<file path="src/rtl/calc_controller.sv">
// calc_controller: keypad-event to datapath-strobe control FSM for the
// four-bit calculator. Every output is registered; strobes are one-cycle
// pulses and the data/select outputs hold between updates.
module calc_controller #(
   parameter int unsigned NUM_W = 4,
   parameter int unsigned OP_W  = 3
) (
   input  logic             clk,
   input  logic             clear,
   input  logic             key_digit_valid,
   input  logic [NUM_W-1:0] key_digit,
   input  logic             key_op_valid,
   input  logic [OP_W-1:0]  key_op,
   input  logic             key_eq,
   input  logic             key_clr,
   output logic             load_number,
   output logic             clear_number,
   output logic [NUM_W-1:0] inputRegD,
   output logic             inSelect,
   output logic             load_result,
   output logic             clear_result,
   output logic             load_code,
   output logic             clear_code,
   output logic [OP_W-1:0]  OpCode,
   output logic             sel_display,
   output logic             busy,
   output logic             key_drop
);

   typedef enum logic [2:0] {StA, StOp, StB, StChain, StRes} stateT;

   stateT            stateQ, stateD;
   logic [OP_W-1:0]  pendOpQ, pendOpD;

   logic             loadNumberD, clearNumberD;
   logic             loadResultD, clearResultD;
   logic             loadCodeD, clearCodeD;
   logic [NUM_W-1:0] inputRegDD;
   logic [OP_W-1:0]  opCodeD;
   logic             inSelectD, selDisplayD, busyD, keyDropD;

   // Next state and next registered outputs; key priority clr > eq > op > digit.
   always_comb begin
      stateD       = stateQ;
      pendOpD      = pendOpQ;
      loadNumberD  = 1'b0;
      clearNumberD = 1'b0;
      loadResultD  = 1'b0;
      clearResultD = 1'b0;
      loadCodeD    = 1'b0;
      clearCodeD   = 1'b0;
      keyDropD     = 1'b0;
      inputRegDD   = inputRegD;
      opCodeD      = OpCode;
      inSelectD    = inSelect;
      selDisplayD  = sel_display;

      if (key_clr) begin
         // Also aborts a pending chained load_code.
         clearNumberD = 1'b1;
         clearResultD = 1'b1;
         clearCodeD   = 1'b1;
         selDisplayD  = 1'b0;
         stateD       = StA;
      end else begin
         case (stateQ)
            StChain: begin
               // Second half of a chained operator; any key here is lost.
               loadCodeD   = 1'b1;
               opCodeD     = pendOpQ;
               selDisplayD = 1'b1;
               stateD      = StOp;
               keyDropD    = key_eq | key_op_valid | key_digit_valid;
            end
            StA: begin
               if (key_eq) begin
                  // ignored
               end else if (key_op_valid) begin
                  loadResultD = 1'b1;
                  inSelectD   = 1'b0;
                  loadCodeD   = 1'b1;
                  opCodeD     = key_op;
                  selDisplayD = 1'b1;
                  stateD      = StOp;
               end else if (key_digit_valid) begin
                  loadNumberD = 1'b1;
                  inputRegDD  = key_digit;
                  selDisplayD = 1'b0;
               end
            end
            StOp: begin
               if (key_eq) begin
                  // ignored
               end else if (key_op_valid) begin
                  loadCodeD = 1'b1;
                  opCodeD   = key_op;
               end else if (key_digit_valid) begin
                  loadNumberD = 1'b1;
                  inputRegDD  = key_digit;
                  selDisplayD = 1'b0;
                  stateD      = StB;
               end
            end
            StB: begin
               if (key_eq) begin
                  loadResultD = 1'b1;
                  inSelectD   = 1'b1;
                  selDisplayD = 1'b1;
                  stateD      = StRes;
               end else if (key_op_valid) begin
                  // ALU still sees the old code this cycle; new code follows.
                  loadResultD = 1'b1;
                  inSelectD   = 1'b1;
                  pendOpD     = key_op;
                  stateD      = StChain;
               end else if (key_digit_valid) begin
                  loadNumberD = 1'b1;
                  inputRegDD  = key_digit;
               end
            end
            StRes: begin
               if (key_eq) begin
                  // ignored
               end else if (key_op_valid) begin
                  // Accumulator becomes operand A.
                  loadCodeD = 1'b1;
                  opCodeD   = key_op;
                  stateD    = StOp;
               end else if (key_digit_valid) begin
                  loadNumberD  = 1'b1;
                  inputRegDD   = key_digit;
                  clearResultD = 1'b1;
                  selDisplayD  = 1'b0;
                  stateD       = StA;
               end
            end
            default: stateD = StA;
         endcase
      end
      busyD = (stateD == StChain);
   end

   // State and output registers with synchronous reset.
   always_ff @(posedge clk) begin
      if (clear) begin
         stateQ       <= StA;
         pendOpQ      <= '0;
         load_number  <= 1'b0;
         clear_number <= 1'b1;
         load_result  <= 1'b0;
         clear_result <= 1'b1;
         load_code    <= 1'b0;
         clear_code   <= 1'b1;
         inputRegD    <= '0;
         OpCode       <= '0;
         inSelect     <= 1'b0;
         sel_display  <= 1'b0;
         busy         <= 1'b0;
         key_drop     <= 1'b0;
      end else begin
         stateQ       <= stateD;
         pendOpQ      <= pendOpD;
         load_number  <= loadNumberD;
         clear_number <= clearNumberD;
         load_result  <= loadResultD;
         clear_result <= clearResultD;
         load_code    <= loadCodeD;
         clear_code   <= clearCodeD;
         inputRegD    <= inputRegDD;
         OpCode       <= opCodeD;
         inSelect     <= inSelectD;
         sel_display  <= selDisplayD;
         busy         <= busyD;
         key_drop     <= keyDropD;
      end
   end

endmodule

</file>
<file path="config.mk">
export PLATFORM = sky130hd
export DESIGN_NAME = calc_controller
export DESIGN_NICKNAME = d
export VERILOG_FILES = /design/src/rtl/calc_controller.sv
export SDC_FILE = /design/constraint.sdc
export NUM_CORES = 1
export LEC_CHECK = 0
export ABC_AREA = 0
export BUFFER_PORTS_ARGS = -buffer_cell sky130_fd_sc_hd__buf_2
export CORE_MARGIN = 2
export CORE_UTILIZATION = 41
export CTS_CLUSTER_DIAMETER = 150
export CTS_CLUSTER_SIZE = 16
export DETAILED_ROUTE_END_ITERATION = 12
export PLACE_DENSITY_LB_ADDON = 0.3
export SYNTH_ARGS = -nofsm -noshare
export SYNTH_HDL_FRONTEND = slang
export SYNTH_SLANG_ARGS = --single-unit
export TNS_END_PERCENT = 20
</file>
<file path="constraint.sdc">
create_clock -name clk -period 2.55 [get_ports clk]
set_input_delay 0 -clock clk [delete_from_list [all_inputs] [get_ports clk]]
set_output_delay 0 -clock clk [all_outputs]
set_load 0.01 [all_outputs]
</file>
# [After elaboration in Yosys (flattened, before gate mapping)]
# Cells that the tools add are included.
[classes] n_reduce_logical=15 eq_ne=13 n_mux=37 bitwise_logic=7
[op_table] cell="3-bit 2-to-1 mux" n=13
[op_table] cell="1-bit 2-to-1 mux" n=18
[op_table] cell="3-bit one-hot mux with 5 select lines" n=1
[op_table] cell="5-bit AND reduction" n=3
[op_table] cell="2-bit != test (second input constant)" n=6
[op_table] cell="3-bit by 2-bit == test with 1-bit output (second input constant)" n=3
[op_table] cell="3-bit OR reduction" n=3
[op_table] cell="4-bit AND reduction" n=2
[op_table] cell="1-bit one-hot mux with 2 select lines" n=3
[op_table] cell="3-bit one-hot mux with 2 select lines" n=1
[op_table] cell="1-bit inverter" n=5
[op_table] cell="1-bit one-hot mux with 4 select lines" n=1
[op_table] cell="2-bit nonzero test" n=2
[op_table] cell="4-bit nonzero test" n=1
[op_table] cell="2-bit OR reduction" n=2
[op_table] cell="4-bit OR reduction" n=1
[op_table] cell="3-bit by 1-bit == test with 1-bit output (second input constant)" n=1
[op_table] cell="3-bit == test (second input constant)" n=1
[op_table] cell="3-bit logical NOT" n=1
[op_table] cell="3-bit != test (second input constant)" n=1
[op_table] cell="2-bit by 1-bit != test with 1-bit output (second input constant)" n=1
[op_table] cell="1-bit OR" n=2
[totals] inputBits=13 register_bits=22 out_inout_bits=17

# [Depth between registers and ports, before layout]
[logic_depth] word_depth=6 mapped_depth=5 ltp_nobuf=4

# [Least setup slack after synthesis]
# OpenSTA, ideal clock, no wires.
[synth_timing] path_kind="register to register" start="reg stateQ[0]" end="reg OpCode[0]" t_arrival_ns=1.242 setup_slack_ns=1.223 setup_ns=0.086 synth_period_minus_slack_ns=1.327 t_required_ns=2.464 stages_incl_launch_ff=5 cell_sequence="dfxtp_1 -> mux2_4 -> a211oi_4 -> nor2_1 -> a211oi_1"
[synth_via] elab_chain_cells=4
[synth_lines] element="start, declared" line_no="32" text="stateT stateQ, stateD;"
[synth_lines] element="start signal, assigned" line_no="146" text="stateQ <= StA;"
[synth_lines] element="start signal, assigned" line_no="161" text="stateQ <= stateD;"
[synth_lines] element="3-bit == test, or another cell as far along" line_no="66" text="case (stateQ)"
[synth_lines] element="3-bit OR reduction (no line)"
[synth_lines] element="2-bit != test (no line), or another cell as far along"
[synth_lines] element="4-bit AND reduction (no line)"
[synth_lines] element="end signal, assigned" line_no="170" text="OpCode <= opCodeD;"
[synth_lines] element="end, declared" line_no="24" text="output logic [OP_W-1:0] OpCode,"
# Several ways; a longest one is shown, not always the timed one.
# A chain may end at the register's enable or synchronous reset.

# [Final worst setup path]
# Ends and elaborated chain as after synthesis.

==> flow_metrics.py <==
metrics = {
    "outcome": {
        "status": "complete, no violations",
    },
    "routing": {
        "dr_wl_met2_um": 901,
        "first_iter_violations": 12,
        "dr_wl_met3_um": 89,
        "wl_per_cell_um": 12.0,
        "num_vias": 837,
        "top_layer": "met4",
        "wl_met1_um": 937,
        "drcViolationCount": 0,
        "drt_pass1_iterations": 3,
        "ant_nets": 0,
        "routed_wl_um": 1960,
        "viasPerCell": 5.13,
    },
    "setup_path": {
        "reg2reg_to": "OpCode[0]",
        "slowest_stage": "dfxtp_1",
        "worst_r2r_path_depth": 4,
        "r2r_slack_ps": 840,
        "critPathBufInv": 0,
        "path_class": "reg2reg",
        "r2r_start": "stateQ[0]",
        "cp_top_family": "flip-flops",
        "worstPathRequired_ps": 2770,
        "cp.arrival_ps": 1940,
        "cp-start-kind": "flop",
        "crit_fanout": 16,
        "path_cells": "mux2_4, a211oi_4, nor2_1, a211oi_1",
        "setup.worst_path.end_class": "flop",
        "cpPeakStageDelay_ps": 660,
    },
    "finish": {
        "mostFrequentLayoutCell": "buf_2",
        "n_antenna_cell": 0,
        "areaGrowthSynthToFinish_pct": 25.9,
        "post-route-util_pct": 54.6,
        "drive_gt1_share_pct": 28.1,
        "mostFrequentLayoutCells": "buf_2, dfxtp_1, nor2_1",
        "nets": 149,
    },
    "sta": {
        "setup_ws_ps": 836,
        "fin_crit_sh_pct": 67.2,
        "rsz0062_at_grt": "no",
        "finalSetupViolCount": 0,
        "tightest_slew_ps": 510,
        "hold_violations": 0,
        "clock.fmax_mhz": 583,
        "slew_headroom_pct": 65.9,
        "skew_ps": 9.89,
        "fin_tns_setup_ps": 0,
        "finalMaxSlewViolations": 0,
        "timing.final.crit_period_ps": 1710,
    },
    "power_and_ir_drop": {
        "power_uw": 611,
        "power.density_nw_per_um2": 505,
        "vdd.ir_drop.worst_mv": 0.319,
        "cellLeakagePower_nw": 0.565,
    },
    "grt": {
        "antenna_found_initial": 0,
        "grt_pass1_wl_um": 3320,
        "grt_max_degree": 17,
        "grt_pass1_vias": 788,
        "grt_overflow": 0,
        "grt_usage_pct": 16.2,
    },
    "synthesis": {
        "syn_area_per_cell_sq_um": 9.50,
        "syn_nets": 114,
        "mappedNetlistArea_sq_um": 960,
        "postSynthCellCount": 101,
        "synth_seq_area_share_pct": 45.9,
        "ys_ff_latch": 22,
        "ys_types": 36,
        "ys_warn_count": 0,
    },
    "clocking": {
        "htreeDepth": 1,
        "cts_tree": "done",
        "cts_root_buffer": "clkbuf_4",
        "numCtsBuffers": 3,
        "clock_path_buffers": 2,
        "postCtsSetupBuffers": 0,
        "cts_resized": 0,
        "numClockSinks": 22,
        "insertion_delay_ps": 300,
        "clk_pin_slew_ps": 120,
    },
    "flow_run": {
        "cap_violations": 0,
    },
    "min_path": {
        "hold_class": "in2reg",
        "holdPathEnd": "pendOpQ[0]",
        "hold_depth": 2,
        "hp-start": "clear",
    },
    "die": {
        "pin_count": 30,
        "core_area_sq_um": 2210,
        "initial_utilization_pct": 43.4,
        "die_y_um": 52.4,
        "num_rows": 17,
        "dieArea_sq_um": 2740,
        "die_w_um": 52.4,
    },
    "placed_design": {
        "pre_cts_slack_ps": 836,
        "dp_hpwl_um": 1450,
        "io_buffers": 29,
        "routabilityCongestion": 0.876,
    },
}
## per-stage QoR
stage / hold WS (ps) / area [sq um] / cells
floorplan: 72.8 / 960 / 101
global placement: 228 / 1100 / 152
detailed placement: 242 / 1100 / 152
CTS: 15.8 / 1210 / 163
global route: 22.3 / 1210 / 163
finish: 28.3 / 1210 / 163
## report_power, final
group / internal (mW) / switching [mW]
logic: 0.0329 / 0.0356
registers: 0.351 / 0.00525
clock network: 0.0870 / 0.0985
## cells in the mapped netlist (all sizes together)
cell / instances / area share, %
nand2: 4 / 1.6
and2: 1 / 0.65
nand4: 1 / 0.65
nor4b: 1 / 0.91
dfxtp: 22 / 46
nand2b: 3 / 2.2
nor2: 20 / 7.8
o221ai: 1 / 0.91
mux2: 1 / 1.6
inv: 3 / 1.2
o211ai: 2 / 2.1
or4: 1 / 0.78
a21oi: 3 / 1.6
a32oi: 1 / 0.91
clkbuf: 1 / 0.39
a31o: 1 / 0.91
nor4: 1 / 0.65
or3: 1 / 0.65
mux2i: 10 / 10
a2111o: 1 / 1.2
xor2: 1 / 0.91
a31oi: 1 / 0.65
nor3b: 2 / 1.6
nor3: 1 / 0.52
nand3: 1 / 0.52
o21a: 1 / 0.78
o41ai: 1 / 0.91
or2: 1 / 0.65
a211oi: 6 / 6.0
buf: 5 / 3.5
o21ai: 2 / 1.0
## logic make-up after synthesis
| family | count (synthesis) | share of synthesized area [%] |
|---|---|---|
| and+or+nand+nor | 38 | 19.2 |
| buffers and inverters | 9 | 5.08 |
| DFF | 22 | 45.9 |
| AOI/OAI and AO/OA | 20 | 17.0 |
| xor gates and xnor gates | 1 | 0.913 |
| muxes | 11 | 12.0 |
## registers in the layout, summed over array words and instances, names as in the netlist
| register | flops |
|---|---|
| busy | 1 |
| pendOpQ | 3 |
| clear_code | 1 |
| key_drop | 1 |
| inputRegD | 4 |
| inSelect | 1 |
| load_code | 1 |
| clear_result | 1 |
| OpCode | 3 |
| load_number | 1 |
| load_result | 1 |
| sel_display | 1 |
| stateQ | 3 |
## worst max-delay path by stage
stage | slack, ps | cells after the start | end | start
6_report | 840 | 4 | OpCode[0] | stateQ[0]
3_3_place_gp | 940 | 4 | OpCode[2] | stateQ[0]
4_1_cts | 850 | 4 | OpCode[1] | stateQ[0]
2_1_floorplan | 1220 | 4 | OpCode[0] | stateQ[0]
5_1_grt | 720 | 4 | OpCode[0] | stateQ[0]
3_5_place_dp | 840 | 4 | OpCode[1] | stateQ[0]
## layout make-up
cell class | count | area, sq um
Inverter | 3 | 11.3
Multi-Input combinational cell | 70 | 470
Tap cell | 28 | 35.0
Fill cell | 217 | 1000
Sequential cell | 22 | 440
Timing Repair Buffer | 36 | 215
Clock buffer | 4 | 36.3
## what timing repair did
item                       4_1_cts  5_1_grt
setup endpoints to repair        0        0
hold endpoints to repair         7        0
hold buffers                     7        0
## routing by layer
| layer | vias up | global-route usage [%] |
|---|---|---|
| li1 | 426 | - |
| met1 | 383 | 21.2 |
| met2 | 24 | 25.0 |
| met3 | 4 | 2.86 |
| met4 | 0 | 8.97 |
| met5 | - | 0 |
No activity file was read; power rests on OpenSTA's default activity.
